File: config.mk
export PLATFORM = sky130hd
export DESIGN_NAME = serial_addsub16_flat
export DESIGN_NICKNAME = d
export VERILOG_FILES = /design/src/rtl/serial_addsub16_pkg.sv /design/src/rtl/serial_addsub16_if.sv /design/src/rtl/serial_addsub16_fa_bit.sv /design/src/rtl/serial_addsub16.sv /design/src/flat_wrapper.sv
export SDC_FILE = /design/constraint.sdc
export NUM_CORES = 1
export LEC_CHECK = 0
export BUFFER_PORTS_ARGS = -buffer_cell sky130_fd_sc_hd__buf_2
export CAP_MARGIN = 25
export CORE_MARGIN = 2
export CORE_UTILIZATION = 50
export CTS_BUF_LIST = sky130_fd_sc_hd__clkbuf_16
export DETAILED_ROUTE_END_ITERATION = 10
export MAX_ROUTING_LAYER = met4
export PLACE_DENSITY = 0.87
export SLEW_MARGIN = 20
export SYNTH_ARGS = -nofsm -noshare
export SYNTH_HDL_FRONTEND = slang
export SYNTH_SLANG_ARGS = --single-unit
export TNS_END_PERCENT = 50
File: constraint.sdc
create_clock -name clk -period 1.4 [get_ports clk]
set_input_delay 0.14 -clock clk [delete_from_list [all_inputs] [get_ports clk]]
set_output_delay 0.14 -clock clk [all_outputs]
set_load 0.03 [all_outputs]
File: src/rtl/serial_addsub16_pkg.sv
// Shared constants for the bit-serial adder/subtractor: state codes,
// default width and counter sizing.
package addsub_pkg;

  localparam int ADDSUB_W = 16;

  localparam logic [1:0] IDLE = 2'd0;
  localparam logic [1:0] RUN  = 2'd1;
  localparam logic [1:0] DONE = 2'd2;

  localparam int ADDSUB_CNT_W = $clog2(ADDSUB_W);

  // Counter width for an arbitrary WIDTH; never narrower than one bit.
  function automatic int cnt_w(input int w);
    return (w > 1) ? $clog2(w) : 1;
  endfunction

endpackage

File: src/rtl/serial_addsub16_if.sv
// Operand/result bus for serial_addsub16: start/busy/done handshake plus
// operands, result and flag set.
interface serial_addsub16_if
  import addsub_pkg::*;
#(
  parameter int WIDTH = ADDSUB_W
) ();

  logic             start;
  logic             sub;
  logic [WIDTH-1:0] x;
  logic [WIDTH-1:0] y;
  logic             busy;
  logic             done;
  logic [WIDTH-1:0] z;
  logic             s;
  logic             zr;
  logic             p;
  logic             cy;
  logic             of;

  modport master (
    output start, sub, x, y,
    input  busy, done, z, s, zr, p, cy, of
  );

  modport slave (
    input  start, sub, x, y,
    output busy, done, z, s, zr, p, cy, of
  );

endinterface

File: src/rtl/serial_addsub16_fa_bit.sv
// One-bit full adder with its carry flop; the flop loads the initial
// carry (0 for add, 1 for subtract) when an operation is accepted.
module serial_fa_bit
  import addsub_pkg::*;
(
  input  logic clk,
  input  logic rst,
  input  logic load,
  input  logic load_val,
  input  logic en,
  input  logic a,
  input  logic b,
  output logic sum,
  output logic cout
);

  logic carry;

  assign sum  = a ^ b ^ carry;
  assign cout = (a & b) | (a & carry) | (b & carry);

  always_ff @(posedge clk) begin
    if (rst)       carry <= 1'b0;
    else if (load) carry <= load_val;
    else if (en)   carry <= cout;
  end

endmodule

File: src/rtl/serial_addsub16.sv
// Bit-serial add/subtract, LSB first, one bit per clock; result and
// flags are captured on the last bit step and held until the next one.
module serial_addsub16
  import addsub_pkg::*;
#(
  parameter int WIDTH = ADDSUB_W
) (
  input  logic                 clk,
  input  logic                 rst,
  serial_addsub16_if.slave     bus
);

  localparam int CW = cnt_w(WIDTH);

  logic [1:0]       state;
  logic [CW-1:0]    cnt;
  logic [WIDTH-1:0] xs, ys, z_sr, z_r, z_next;
  logic             sub_r, xm, ym;
  logic             cy_r, of_r, flags_valid;
  logic             accept, last, run;
  logic             sum_bit, cout;

  assign run    = (state == RUN);
  assign accept = ((state == IDLE) || (state == DONE)) && bus.start;
  assign last   = run && (cnt == CW'(WIDTH - 1));
  assign z_next = {sum_bit, z_sr[WIDTH-1:1]};

  serial_fa_bit u_fa (
    .clk      (clk),
    .rst      (rst),
    .load     (accept),
    .load_val (bus.sub),
    .en       (run),
    .a        (xs[0]),
    .b        (ys[0]),
    .sum      (sum_bit),
    .cout     (cout)
  );

  always_ff @(posedge clk) begin
    if (rst) begin
      state       <= IDLE;
      cnt         <= '0;
      xs          <= '0;
      ys          <= '0;
      z_sr        <= '0;
      z_r         <= '0;
      sub_r       <= 1'b0;
      xm          <= 1'b0;
      ym          <= 1'b0;
      cy_r        <= 1'b0;
      of_r        <= 1'b0;
      flags_valid <= 1'b0;
    end else if (accept) begin
      // Subtraction is X + ~Y + 1: Y is inverted here, the +1 is the carry load.
      state <= RUN;
      xs    <= bus.x;
      ys    <= bus.sub ? ~bus.y : bus.y;
      z_sr  <= '0;
      cnt   <= '0;
      sub_r <= bus.sub;
      xm    <= bus.x[WIDTH-1];
      ym    <= bus.y[WIDTH-1];
    end else if (run) begin
      xs   <= xs >> 1;
      ys   <= ys >> 1;
      z_sr <= z_next;
      cnt  <= cnt + 1'b1;
      if (last) begin
        state       <= DONE;
        z_r         <= z_next;
        cy_r        <= cout;
        of_r        <= (xm == (ym ^ sub_r)) && (z_next[WIDTH-1] != xm);
        flags_valid <= 1'b1;
      end
    end else if (state == DONE) begin
      state <= IDLE;
    end
  end

  // zr and p stay 0 after reset until a result has actually been produced.
  assign bus.busy = run;
  assign bus.done = (state == DONE);
  assign bus.z    = z_r;
  assign bus.s    = z_r[WIDTH-1];
  assign bus.zr   = flags_valid & ~(|z_r);
  assign bus.p    = flags_valid & ~(^z_r);
  assign bus.cy   = cy_r;
  assign bus.of   = of_r;

endmodule

File: src/flat_wrapper.sv
// flat-port wrapper written by rule: the top's interface ports become plain ports
module serial_addsub16_flat import addsub_pkg::*;
#(
  parameter int WIDTH = ADDSUB_W
)
  (clk, rst, bus_start, bus_sub, bus_x, bus_y, bus_busy, bus_done, bus_z, bus_s, bus_zr, bus_p, bus_cy, bus_of);
  serial_addsub16_if #(.WIDTH(WIDTH)) bus_i ();
  input  logic clk;
  input  logic rst;
  input wire logic [$bits(bus_i.start)-1:0] bus_start;
  input wire logic [$bits(bus_i.sub)-1:0] bus_sub;
  input wire logic [$bits(bus_i.x)-1:0] bus_x;
  input wire logic [$bits(bus_i.y)-1:0] bus_y;
  output wire logic [$bits(bus_i.busy)-1:0] bus_busy;
  output wire logic [$bits(bus_i.done)-1:0] bus_done;
  output wire logic [$bits(bus_i.z)-1:0] bus_z;
  output wire logic [$bits(bus_i.s)-1:0] bus_s;
  output wire logic [$bits(bus_i.zr)-1:0] bus_zr;
  output wire logic [$bits(bus_i.p)-1:0] bus_p;
  output wire logic [$bits(bus_i.cy)-1:0] bus_cy;
  output wire logic [$bits(bus_i.of)-1:0] bus_of;
  assign bus_i.start = bus_start;
  assign bus_i.sub = bus_sub;
  assign bus_i.x = bus_x;
  assign bus_i.y = bus_y;
  assign bus_busy = bus_i.busy;
  assign bus_done = bus_i.done;
  assign bus_z = bus_i.z;
  assign bus_s = bus_i.s;
  assign bus_zr = bus_i.zr;
  assign bus_p = bus_i.p;
  assign bus_cy = bus_i.cy;
  assign bus_of = bus_i.of;
  serial_addsub16 #(.WIDTH(WIDTH)) u_core (.clk(clk), .rst(rst), .bus(bus_i));
endmodule
# Word level (Yosys, flattened, before mapping)
# Cells that the tools add are included.
dict set report totals {
  regBits 77
  latchBits 0
  mem_bits_rw 0
  rom_bits 0
  inputBits 36
  out_inout_bits 23
  elab_cells 61
  n_memories 0
}
dict set report op_classes {
  addsub 1
  n_mul 0
  div_mod_pow 0
  n_lt_le_gt_ge 0
  eq_ne 7
  n_shift 0
  n_mux 11
  n_bitwise 14
  reduce_logical 14
}
# operator count
set op_table {}
lappend op_table {{16-bit 2-to-1 mux} 5}
lappend op_table {{16-bit inverter} 1}
lappend op_table {{16-bit OR reduction} 1}
lappend op_table {{16-bit parity} 1}
lappend op_table {{2-bit 2-to-1 mux} 3}
lappend op_table {{1-bit bitwise AND} 5}
lappend op_table {{4-bit by 1-bit adder with 4-bit output, second input constant} 1}
lappend op_table {{4-bit equality test, second input constant} 1}
lappend op_table {{2-bit AND reduction} 2}
lappend op_table {{2-bit nonzero test} 2}
lappend op_table {{1-bit logical AND} 3}
lappend op_table {{1-bit 2-to-1 mux} 3}
lappend op_table {{3-bit by 1-bit != test with 1-bit output, second input constant} 1}
lappend op_table {{1-bit inverter} 3}
lappend op_table {{3-bit AND reduction} 1}
lappend op_table {{3-bit nonzero test} 1}
lappend op_table {{1-bit XOR} 3}
lappend op_table {{2-bit by 1-bit equality test with 1-bit output, second input constant} 1}
lappend op_table {{2-bit equality test, second input constant} 1}
lappend op_table {{2-bit logical NOT} 1}
lappend op_table {{2-bit by 1-bit != test with 1-bit output, second input constant} 1}
lappend op_table {{1-bit bitwise OR} 2}
lappend op_table {{2-bit OR reduction} 1}
lappend op_table {{1-bit equality test} 1}
lappend op_table {{other kinds (2)} 2}

# Longest topological paths before layout
# Gate-level depths: netlist of the first run.
dict set report logic_depth {
  ltp_word 5
  depth_mapped 6
}

# Hierarchy
# A second synthesis of the first run with hierarchy kept.
dict set report unflattened {
  hier_cells 384
  area_unflattened_um2 3484.6
}
# module instances cells_each area_each_um2 seq_area_each_um2
set by_module_without_submodules {}
lappend by_module_without_submodules {serial_addsub16 1 378 3412.0 1501.4}
lappend by_module_without_submodules {serial_fa_bit 1 6 72.6 20.0}

# Worst setup path after synthesis of the first run
# No wires, ideal clock.
dict set report synth_path {
  kind {flip-flop to output port}
  start {reg u_core.z_r[15], in the netlist u_core.bus.z[15]}
  end {out bus_p}
  arrival_ps 1647
  path_slack_ps -387
  stages_incl_launch_ff 7
  path_buffers 0
  cell_sequence {dfxtp_1 > inv_1 > ha_1 > xnor2_1 > xnor2_1 > xnor2_1 > and2_1}
}
dict set report synth_via {
  elab_chain_cells 3
}
# element line_no
set synth_lines {}
lappend synth_lines {{start: declaration} serial_addsub16.sv:17} ;# logic [WIDTH-1:0] xs, ys, z_sr, z_r, z_next;
lappend synth_lines {{start signal: assignment} serial_addsub16.sv:71} ;# z_r <= z_next;
lappend synth_lines {{16-bit parity} serial_addsub16.sv:87} ;# assign bus.p = flags_valid & ~(^z_r);
lappend synth_lines {{1-bit inverter} serial_addsub16.sv:87}
lappend synth_lines {{1-bit bitwise AND} serial_addsub16.sv:87}
lappend synth_lines {{end: declaration} flat_wrapper.sv:19} ;# output wire logic [$bits(bus_i.p)-1:0] bus_p;
# Every way passes these cells.

# Worst setup path in the final report of the first run
dict set report layout_path {
  start {reg u_core.z_r[12], in the netlist u_core.bus.z[12]}
  end {out bus_p}
}
# The elaborated chain is that of the path after synthesis.

==> run metrics, run 1 <==
Achievable Freq=around 550 MHz; Synth Flop Type=dfxtp_1; Post-synth EDFFs=0; TritonCTS Buffers=9; TritonCTS clock tree=yes; CP Launch Type=register; worst vdd ir=0.782 mV; Final WS setup=-422 ps; period utilization=1.30; # Max-Cap Violations=0; CP max FO=2; Final Hold Fails=0; Sink Count=76; Area growth, synth to finish=36.4%; diode count=0; Syn Nets=about 440; fraction of registers with async set/reset=0; Synth Warn #=0; power per cell area=1080 nW/um2; CTS max path bufs=2; Skew-Pair Late Insertion Delay=330 ps; CTS H-tree lvls=3; critical path endpoint category=primary output; # fillers=479; Core ar.=approximately 6300 um2; Post-Syn Area=between 3000 and 4000 um2; Sequential cell area=approximately 1600 um2; Setup CP Type=register to primary output; drt total wl=between 8000 and 9000 um; largest net degree at the start of global routing=44; Final Max Tran Viols=0; Worst slew margin=0.699; CP Data Required Time=approximately 1300 ps; Remaining Overflow, GRT=0; # setup viols final=3; Yosys reg bits=76; Mapped Avg Cell Area=8.22 um2; Placer Congestion=between 0.7 and 0.8; RSZ-0062 raised after global routing=true; first-pass GRT wire length=between 10,000 and 15,000 um; Starting DRT DRC Count=~170; die area=between 7000 and 8000 um2; Slew @ Worst Pin=approximately 450 ps; root buf cell=clkbuf_16; area of the multi-input gates=around 1800 um2; DRC=0; DP Wirelength=between 5000 and 6000 um; WP data arrival=1680 ps; sequential area share after synthesis=0.466; Cell Rows=29; most common cell after layout, fill and taps aside=nand2_1; clk slew on worst S/H paths=50 ps; Nets=519; vias in the first global route=roughly 2,800; Worst Hold Class=input pin to register; Port Buffers=58; Hold-fix buffers, CTS=0; most frequent cells in the layout=nand2_1 (89), dfxtp_1 (57), buf_2 (55); Gate Count Post-Synth=a little under 400; initial antenna violation count=0; final cell count without fillers=~550; Initial Utilization=0.517; dpl ws=-181 ps; IO Count=between 50 and 60; failing checks=setup timing; routed vias=around 3,000; First-pass DRT Iterations=4; Routed WL per cell=14.7 um; share of layout cells above drive strength 1=0.356; LEAKAGE=1.76 nW; Clock Skews=roughly 5.8 ps; synth unique cells=30; All-Layer GR Usage=0.233; status=finished with violations; antenna-violating nets left=0; DR vias/cell=between 5 and 6; chip height=around 85 um; die width=approximately 85 um; dpl cells=about 530; Tmin final=between 1500 and 2000 ps; worst hold slack=80.8 ps
power breakdown:
group	internal [W]	switching [W]
clock network	0.00116	0.000816
registers	0.00222	0.0000625
logic	0.000269	0.000298
sequential cells by signal, indices dropped and copies added, names as in the netlist:
| signal | cells |
|---|---|
| u_core.z_sr | 15 |
| u_core.ym | 1 |
| u_core.cnt | 4 |
| u_core.bus.z | 16 |
| u_core.xs | 16 |
| u_core.sub_r | 1 |
| u_core.state | 2 |
| u_core.ys | 16 |
| u_core.xm | 1 |
| u_core.u_fa.carry | 1 |
| u_core.bus.of | 1 |
| u_core.bus.cy | 1 |
| u_core.flags_valid | 1 |
stage by stage:
step                area [um2]  utilization  power [W]  setup TNS, ps
global placement          3920        0.621    0.00279           -172
global route              4450        0.705    0.00500           -605
finish                    4450        0.705    0.00483           -476
floorplan                 3430            -    0.00264          -57.4
detailed placement        3920        0.621    0.00281           -432
CTS                       4310        0.683    0.00481           -464
what timing repair did:
item / in CTS / in global routing
gates cloned: 1 / 1
pin swaps: 13 / 1
gates resized for setup: 25 / 19
endpoints found under the setup margin: 15 / 38
hold endpoints to repair: 0 / 0
buffers inserted: 3 / 1
layer usage:
layer	track usage	wire length (um)	vias up
met3	0.0413	340	15
li1	-	-	1476
met4	0.0952	158	0
met1	0.270	3300	1401
met2	0.399	4340	83
met5	-	0	-
final timing paths:
check	startpoint	to	slack (ps)	cells after the start
setup / recovery	u_core.bus.z[12]	bus_p	-420	7
hold / removal	bus_y[15]	u_core.ym	80	3
hold reg to reg	u_core.z_sr[8]	u_core.bus.z[7]	460	2
setup reg to reg	u_core.xs[0]	u_core.bus.of	-30	4
cells in the mapped netlist, types with 5 or more instances:
library cell / n / area (um2)
nor3_1: 11 / 55.1
clkbuf_1: 9 / 33.8
o22ai_1: 9 / 56.3
inv_1: 16 / 60.1
a21oi_1: 42 / 210
buf_2: 12 / 60.1
nand2_1: 90 / 338
a221oi_1: 14 / 123
nor2_1: 50 / 188
xnor2_1: 23 / 201
buf_4: 5 / 37.5
dfxtp_1: 76 / 1520
ha_1: 9 / 113
worst max-delay path: stages, from the launching register on:
cell     delay, ps
dfxtp_4        340
inv_2           40
ha_4           250
xnor2_4        150
xnor2_2        180
xnor2_1        130
and2_4         150
buf_6          120
cell type report:
cell class                      instances  share of cell area
Sequential cell                        76               0.356
Clock buffer                            9              0.0506
Timing Repair Buffer                   92               0.146
Tap cell                               77              0.0216
Multi-Input combinational cell        277               0.403
Clock inverter                          6             0.00590
Inverter                               17              0.0160
cell families after synthesis:
group / count (synthesis) / synth area share
xor gates and xnor gates: 27 / 0.0725
adders and majority gates: 10 / 0.0406
AOI/OAI and AO/OA: 75 / 0.143
and+or+nand+nor: 164 / 0.210
buffers and inverters: 45 / 0.0675
DFF: 76 / 0.466
Power figures use the tool's default switching activity.
==> run 2, diff against run 1 <==
--- a/config.mk
+++ b/config.mk
@@ -11,6 +11,7 @@
 export CORE_UTILIZATION = 50
 export CTS_BUF_LIST = sky130_fd_sc_hd__clkbuf_16
 export DETAILED_ROUTE_END_ITERATION = 10
+export GPL_TIMING_DRIVEN = 0
 export MAX_ROUTING_LAYER = met4
 export PLACE_DENSITY = 0.87
 export SLEW_MARGIN = 20
==> constraint.sdc (replaced) <==
create_clock -name clk -period 1.6 [get_ports clk]
set_input_delay 0.16 -clock clk [delete_from_list [all_inputs] [get_ports clk]]
set_output_delay 0.16 -clock clk [all_outputs]
set_load 0.03 [all_outputs]
==> run 2 against run 1 <==
The run still ends with setup timing left; utilization is 3.6 points lower; via count is 0.10% lower; clock power is 7% higher; design area is 5.1% lower; combinational power is 26% lower; critical endpoint unchanged.
==> run metrics, run 2 (synthesis gave the netlist of run 1 again) <==
# Max-Cap Violations=0 (unchanged); Worst Hold Class=input pin to register; TritonCTS Buffers=9 (unchanged); die area=7190 um2 (unchanged); Hold Crit Start=bus_x[15]; DR vias/cell=5.32 (-0.99%); critical path endpoint category=primary output; Hold-fix buffers, CTS=0 (unchanged); root buf cell=clkbuf_16; critical path's most frequent cell=xnor2_1; final cell count without fillers=559 (+0.90%); worst reg2reg path startpoint=u_core.ys[0]; crit-path cells=inv_2 > ha_4 > xnor2_2 > xnor2_1 > xnor2_1 > and2_4 > buf_6; antenna-violating nets left=0 (unchanged); most frequent cells in the layout=nand2_1 (90), buf_2 (65), dfxtp_1 (59); LEAKAGE=1.67 nW (-5.1%); Crit-path slowest cell=dfxtp_2; Buffers & Inverters on Critical Path=2 (unchanged); period utilization=1.20; Placer Congestion=0.799 (about the same); CTS max path bufs=2 (unchanged); Remaining Overflow, GRT=0 (unchanged); chip height=84.8 um (unchanged); diode count=0 (unchanged); Core ar.=6310 um2 (unchanged); post-route cell area=4230 um2 (-5.1%); Cell Rows=29 (unchanged); most common cell after layout, fill and taps aside=nand2_1; first-pass GRT wire length=12,600 um (-2.5%); initial antenna violation count=0 (unchanged); total power=0.00455 W (-5.7%); Skew-Pair Late Insertion Delay=340 ps (about the same); Starting DRT DRC Count=126 (-28%); Nets=523 (+0.77%); Tmin final=between 1500 and 2000 ps; Initial Utilization=0.517 (unchanged); IO Count=59 (unchanged); status=finished with violations; setup TNS=-355 ps (+121 ps); worst hold slack=86.2 ps (+5.46 ps); dpl cells=531 (-0.38%); Port Buffers=57 (-1.7%); CP Data Required Time=1440 ps (+180 ps); Worst slew margin=0.613 (-0.0863); # fillers=490 (+2.3%); All-Layer GR Usage=0.231 (-0.00239); CP Launch Type=register; Routed WL per cell=14.0 um (-4.8%); die width=84.8 um (unchanged); Setup CP Type=register to primary output; crit path launch=u_core.bus.z[5]; CTS H-tree lvls=3 (unchanged); share of layout cells above drive strength 1=0.303 (-0.0535); TritonCTS clock tree=yes; largest net degree at the start of global routing=13 (-70%); Final Hold Fails=0 (unchanged); CP max FO=2 (unchanged); Sink Count=76 (unchanged); failing checks=setup timing; power per cell area=1080 nW/um2 (-0.69%); Crit path max-delay family=XOR/XNOR gates; vias in the first global route=2,745 (-3.7%); dpl cell area=3670 um2 (-6.4%); DP Wirelength=5210 um (+1.0%); drt total wl=7820 um (-4.0%); # setup viols final=2 (-1); clk slew on worst S/H paths=60 ps (about the same); WP data arrival=1760 ps (+80 ps); Final WS setup=-321 ps (+101 ps); First-pass DRT Iterations=4 (unchanged); DRC=0 (unchanged); RSZ-0062 raised after global routing=true; crit-path max cell delay=360 ps (+20 ps); Area growth, synth to finish=29.5%; Achievable Freq=about 520 MHz; routed vias=2,972 (-0.10%); Clock Skews=6.28 ps (+0.512 ps); Slew @ Worst Pin=581 ps (+129 ps); Final Max Tran Viols=0 (unchanged); worst vdd ir=0.790 mV (+0.99%)
-- run 2: where the power goes --
group	internal [W]	total, W	switching (W)
clock	0.00134	0.00211	0.000767
sequential	0.00197	0.00202	0.0000498
combinational	0.000179	0.000422	0.000242
total	0.00349	0.00455	0.00106
-- run 2: worst paths after layout --
path | endpoint | slack [ps] | depth (start not counted)
worst max-delay path | bus_p | -320 | 7
worst max register to register | u_core.bus.of | 140 | 4
worst min register to register | u_core.bus.z[0] | 450 | 2
worst min-delay path | u_core.xs[15] | 90 | 3
-- run 2: cell type report --
type / count / area, um2 / share of cell area
Clock buffer: 9 / 225 / 0.0533
Inverter: 17 / 66.3 / 0.0157
Buffer: 28 / 156 / 0.0370
Clock inverter: 7 / 82.6 / 0.0195
Sequential cell: 76 / 1550 / 0.366
Tap cell: 77 / 96.3 / 0.0228
Multi-Input combinational cell: 276 / 1670 / 0.394
Timing Repair Buffer: 69 / 387 / 0.0915
-- run 2: what timing repair did --
action | 4_1_cts | 5_1_grt
buffers inserted | 9 | 3
gates resized for setup | 19 | 11
pin swaps | 13 | 5
setup endpoints to repair | 2 | 7
-- run 2: metrics by stage --
stage,utilization,setup WS [ps]
after floorplan,-,5.13
after global placement,0.581,-29.0
after detailed placement,0.581,-70.8
after CTS,0.662,-299
after global routing,0.669,-379
final,0.669,-321
-- run 2: worst min-delay path, stage by stage --
cell,delay (ps)
buf_2,90
nand2_1,70
a21oi_1,60
-- run 2: per-layer routing --
metal | vias up | GRT usage | routed length, um
li1 | 1476 | - | -
met4 | 0 | 0.0996 | 165
met1 | 1384 | 0.257 | 3260
met5 | - | - | 0
met2 | 97 | 0.402 | 3990
met3 | 15 | 0.0433 | 398
